File: config.mk
export PLATFORM = sky130hd
export DESIGN_NAME = instr_fetch
export DESIGN_NICKNAME = d
export VERILOG_FILES = /design/src/rtl/cpu_pkg.sv /design/src/rtl/pc_next_calc.sv /design/src/rtl/instr_fetch.sv
export SDC_FILE = /design/constraint.sdc
export NUM_CORES = 1
export LEC_CHECK = 0
export BUFFER_PORTS_ARGS = -buffer_cell sky130_fd_sc_hd__buf_4
export CAP_MARGIN = 20
export CORE_MARGIN = 2
export CORE_UTILIZATION = 52
export CTS_CLUSTER_SIZE = 12
export DETAILED_ROUTE_END_ITERATION = 8
export GPL_TIMING_DRIVEN = 1
export PLACE_DENSITY = 0.81
export SETUP_SLACK_MARGIN = 0.5
export SLEW_MARGIN = 40
export SYNTH_ARGS = -nofsm -noshare
export SYNTH_HDL_FRONTEND = slang
export SYNTH_SLANG_ARGS = --single-unit
File: constraint.sdc
create_clock -name Clk -period 3.49 [get_ports Clk]
set_clock_uncertainty 0.1 [all_clocks]
set_input_delay 0.1745 -clock Clk [delete_from_list [all_inputs] [get_ports Clk]]
set_output_delay 0.1745 -clock Clk [all_outputs]
set_load 0.01 [all_outputs]
File: src/rtl/cpu_pkg.sv
// rtl/cpu_pkg.sv - shared constants and types for the MIPS fetch stage
package cpu_pkg;

  localparam logic [31:0] NOP_INST = 32'h0000_0000;

  // J-target layout: {pc_plus4[31:28], index[25:0], 2'b00}
  localparam int JT_HI_W  = 4;
  localparam int JT_IDX_W = 26;
  localparam int JT_LO_W  = 2;

  typedef enum logic [1:0] {
    ST_BOOT   = 2'd0,
    ST_RUN    = 2'd1,
    ST_HALTED = 2'd2
  } fetch_state_t;

  function automatic logic addr_in_rom(input logic [31:0] addr, input logic [31:0] limit);
    return addr < limit;
  endfunction

endpackage

File: src/rtl/pc_next_calc.sv
// rtl/pc_next_calc.sv - combinational next-PC selection for the fetch stage
module pc_next_calc
  import cpu_pkg::*;
(
  input  logic [31:0] pc,
  input  logic        stall,
  input  logic        br_taken,
  input  logic [31:0] br_pc_plus4,
  input  logic [15:0] br_imm,
  input  logic        jump_en,
  input  logic [25:0] jump_index,
  input  logic [31:0] if_id_pc_plus4,
  output logic [31:0] pc_plus4,
  output logic [31:0] br_target,
  output logic [31:0] next_pc
);

  logic [31:0] jump_target;

  assign pc_plus4    = pc + 32'd4;
  assign br_target   = br_pc_plus4 + {{14{br_imm[15]}}, br_imm, 2'b00};
  assign jump_target = {if_id_pc_plus4[31:32-JT_HI_W], jump_index[JT_IDX_W-1:0], {JT_LO_W{1'b0}}};

  // Branch is the older instruction, so it beats both stall and jump.
  always_comb begin
    next_pc = pc_plus4;
    if (br_taken) begin
      next_pc = br_target;
    end else if (stall) begin
      next_pc = pc;
    end else if (jump_en) begin
      next_pc = jump_target;
    end
  end

endmodule

File: src/rtl/instr_fetch.sv
// rtl/instr_fetch.sv - MIPS instruction fetch stage: PC, ROM address, IF/ID register
module instr_fetch
  import cpu_pkg::*;
#(
  parameter logic [31:0] RESET_VEC = 32'h0000_0000,
  parameter int          ROM_WORDS = 32
) (
  input  logic        Clk,
  input  logic        Rst_n,
  output logic [31:0] Addr,
  input  logic [31:0] Inst,
  input  logic        Stall,
  input  logic        BrTaken,
  input  logic [31:0] BrPcPlus4,
  input  logic [15:0] BrImm,
  input  logic        JumpEn,
  input  logic [25:0] JumpIndex,
  output logic [31:0] IfId_Inst,
  output logic [31:0] IfId_PcPlus4,
  output logic        IfId_Valid,
  output logic        Fault
);

  localparam logic [31:0] ROM_LIMIT = 32'(4 * ROM_WORDS);

  fetch_state_t state;
  logic [31:0]  pc;
  logic [31:0]  pc_plus4;
  logic [31:0]  br_target;
  logic [31:0]  next_pc;

  assign Addr = pc;

  pc_next_calc u_pc_next_calc (
    .pc             (pc),
    .stall          (Stall),
    .br_taken       (BrTaken),
    .br_pc_plus4    (BrPcPlus4),
    .br_imm         (BrImm),
    .jump_en        (JumpEn),
    .jump_index     (JumpIndex),
    .if_id_pc_plus4 (IfId_PcPlus4),
    .pc_plus4       (pc_plus4),
    .br_target      (br_target),
    .next_pc        (next_pc)
  );

  always_ff @(posedge Clk or negedge Rst_n) begin
    if (!Rst_n) begin
      state        <= ST_BOOT;
      pc           <= RESET_VEC;
      IfId_Inst    <= NOP_INST;
      IfId_PcPlus4 <= 32'h0;
      IfId_Valid   <= 1'b0;
      Fault        <= 1'b0;
    end else begin
      case (state)
        ST_BOOT: begin
          state <= ST_RUN;
        end
        ST_RUN: begin
          if (!BrTaken && !Stall && !JumpEn && !addr_in_rom(pc, ROM_LIMIT)) begin
            IfId_Inst    <= NOP_INST;
            IfId_PcPlus4 <= 32'h0;
            IfId_Valid   <= 1'b0;
            Fault        <= 1'b1;
            state        <= ST_HALTED;
          end else begin
            pc <= next_pc;
            if (BrTaken || (!Stall && JumpEn)) begin
              IfId_Inst    <= NOP_INST;
              IfId_PcPlus4 <= 32'h0;
              IfId_Valid   <= 1'b0;
            end else if (!Stall) begin
              IfId_Inst    <= Inst;
              IfId_PcPlus4 <= pc_plus4;
              IfId_Valid   <= 1'b1;
            end
          end
        end
        ST_HALTED: begin
          // IF/ID is already a bubble; only a taken branch can restart fetch.
          if (BrTaken) begin
            pc    <= br_target;
            state <= addr_in_rom(br_target, ROM_LIMIT) ? ST_RUN : ST_HALTED;
          end
        end
        default: begin
          state <= ST_BOOT;
        end
      endcase
    end
  end

endmodule

==> results.toml <==
[detailed_routing]
drc = 0
ant_nets = 0
vias = 6566
vias_per_cell = 5.63
drt-initial-drc-count = 721
drtPass1Iterations = 5
wl_um = 19700
wl_per_cell_um = 16.9

[die]
row_count = 41
start_util = 0.526
core_um2 = 12500
io_pins = 209
fp.dieH_um = 116
die_area_um2 = 13500
fp.dieW_um = 116

[synthesis]
synth_top_cell_area_share = 0.382
yosys_warnings = 0
ys_seq_elements = 100
syn-num-nets = 912
synth_top_flop_cell = "dfrtp_1"
ys_seq_area_frac = 0.382
synth_edf_count = 0
ys_top_cells_by_count = "103 x nand2_1, 100 x dfrtp_1, 70 x o21ai_0"
ys_async_sr_fraction = 1.00
post-synth-top-count-cell = "nand2_1"
ys_top_cells_by_area = "dfrtp_1 38%, ha_1 6.5%, nand2_1 5.9%"
syn-cell-area_um2 = 6550
avgSynthCellArea_um2 = 8.55
netlist_instances = 766
yosys.area.top_type = "dfrtp_1"
yosysUniqueCellTypes = 60

[global_routing]
grt_pass1_wl_um = 29700
overflow = 0
use_met2 = 0.469
met3_usage = 0.0493
grt_use_met1 = 0.364
grt_max_degree = 86
grt_pass1_vias = 5985
antenna_found_initial = 0
grt.busiest_layer = "met2"
grt_usage = 0.278

[cells_and_area]
areaGrowthSynthToFinish_pct = 37.8
antennaDiodeCount = 0
fin_nets = 1136
drive_gt1_frac = 0.270
final_area_um2 = 9030

[worst_setup_path]
worstPathCellList = "buf_4, ha_2, nand2_1, nor4_4, o211ai_1, and4b_1, o41ai_2, xnor2_1, nor3b_2, and4bb_1, nand3b_1, o41ai_2"
cp_common_cell = "o41ai_2"
r2r-start = "Addr[9]$_DFFE_PN0P_"
required_ps = 3640
slowest_stage = "ha_2"
path_class = "input pin to flop"
crit_path_end_kind = "flop"
crit_fanout = 15
cp-start-kind = "input pin"
cp_slowest_stage_delay_ps = 400
crit_arrival_ps = 3030
startpoint = "BrImm[15]"

[sta]
slew_violations = 0
period_share = 0.827
min_period_ps = 2890
tns_ps = 0
worstMarginPinSlew_ps = 753
rsz0062_at_grt = "yes"
fmax_ghz = 0.346
finalSetupViolCount = 0
hold_viol = 0
slew_headroom = 0.498

[pwr]
peakVddDrop_v = 0.000295
internal_power_mw = 3.13
p_clk_frac = 0.180
sw_frac_of_total = 0.411
comb_power_share = 0.465
p_leak_nw = 4.28
seqPwrFrac = 0.355
p_sw_mw = 2.18
power_density_nw_per_um2 = 588

[min_path]
hp-class = "input pin to flop"
hp-start = "BrTaken"

[clock_network]
root_buffer = "clkbuf_16"
clock_tree.buffer_depth = 2
cts-htree-levels = 3
worstSkewPairLatency_ps = 350
path_clk_slew_ps = 70
cts_tree = "done"
cts_sinks = 100
cts-buffers-inserted = 9

[placed_design]
hpwl_um = 13500
gp_congestion = 0.908
io_buffers = 208
place_area_um2 = 8250

[flow_run]
max-cap-violations = 0

[run_status]
status = "completed"
-- per-stage QoR --
stage / cells / power (mW) / setup WS [ps] / util / hold WS (ps)
final: 1167 / 5.31 / 604 / 0.724 / 67.9
after global routing: 1167 / 5.66 / 454 / 0.724 / 93.0
after CTS: 1164 / 5.24 / 522 / 0.714 / 65.0
after detailed placement: 1111 / 4.24 / 84.4 / 0.662 / 173
after global placement: 1111 / 4.21 / 182 / 0.661 / 293
after floorplan: 766 / 3.22 / 503 / - / -221
-- layout by cell type (no fill, tap or decap), types with 3 or more instances in the layout --
cell / count
buf_4: 221
nand2_1: 103
dfrtp_1: 99
o21ai_0: 69
a21oi_1: 57
nor2_1: 54
a22o_1: 36
dlygate4sd3_1: 35
xnor2_1: 28
ha_1: 28
xor2_1: 27
and2_1: 26
nand3_1: 20
inv_1: 16
o211ai_1: 13
nor3_1: 12
nand4_1: 12
a21o_1: 11
clkbuf_16: 9
and3_1: 8
a31oi_1: 7
nor4_1: 6
o21a_1: 6
or3_1: 5
ha_2: 5
nor2b_1: 4
or2_2: 3
nand2b_1: 3
nor3b_1: 3
o21bai_1: 3
mux2i_1: 3
a211oi_1: 3
-- final cells by class --
cell class                 instances  area (um2)
sequential                       100        2500
fill                             948        3440
multi-input combinational        604        3920
tap                              172         215
timing repair buffer             259        2050
inverter                          16        60.1
clock inverter                     6        53.8
clock buffer                      10         229
-- cell families (layout without fill, tap and decap cells) --
group / Yosys count / count (layout) / synth area share
and+or+nand+nor: 272 / 272 / 0.196
AOI/OAI and AO/OA: 238 / 238 / 0.237
DFF: 100 / 100 / 0.382
buffers and inverters: 62 / 291 / 0.0380
xor gates and xnor gates: 56 / 56 / 0.0749
adders and majority gates: 35 / 35 / 0.0680
muxes: 3 / 3 / 0.00458
-- worst paths after layout --
kind / end / slack, ps / cells after the start
max: state[0]$_DFFE_PN0P_ / 600 / 12
min: Addr[0]$_DFFE_PN0P_ / 70 / 2
max reg2reg: Addr[31]$_DFFE_PN0P_ / 740 / 10
min reg2reg: IfId_PcPlus4[19]$_DFFE_PN0P_ / 390 / 1
max in group asynchronous: IfId_Inst[8]$_DFFE_PN0P_ / 2240 / 3
min in group asynchronous: Addr[2]$_DFFE_PN0P_ / 370 / 2
-- per-layer routing --
layer  share of wire  vias up
met1            0.43     3038
met2            0.47      277
met5               0        -
met4           0.027        0
li1                -     3206
met3           0.069       45
-- registers in the layout, summed over array words and instances (netlist names) --
signal and cells:
IfId_Inst 32, Fault 1, IfId_Valid 1, IfId_PcPlus4 32
Addr 32, state 2
-- power by group through the flow --
| stage | logic (mW) | registers, mW | clock network, mW |
|---|---|---|---|
| floorplan | 1.27 | 1.95 | 0 |
| global placement | 2.34 | 1.87 | 0 |
| detailed placement | 2.36 | 1.89 | 0 |
| CTS | 2.41 | 1.87 | 0.964 |
| global route | 2.72 | 1.93 | 1.02 |
| finish | 2.47 | 1.89 | 0.955 |
-- worst max-delay path, delay by kind of cell --
family,cells,cell delay [ps]
and+or+nand+nor,6,1250
adders and majority gates,1,400
xor gates and xnor gates,1,150
buffers and inverters,1,180
AOI/OAI and AO/OA,3,880
-- what timing repair did --
item	CTS	global route
pin swaps	2	13
buffers inserted	2	3
setup endpoints to repair	1	5
hold buffers	35	0
cloned	0	0
endpoints found under the hold margin	118	0
gates resized for setup	1	25
Note: power is estimated with default switching activity, not from simulation.
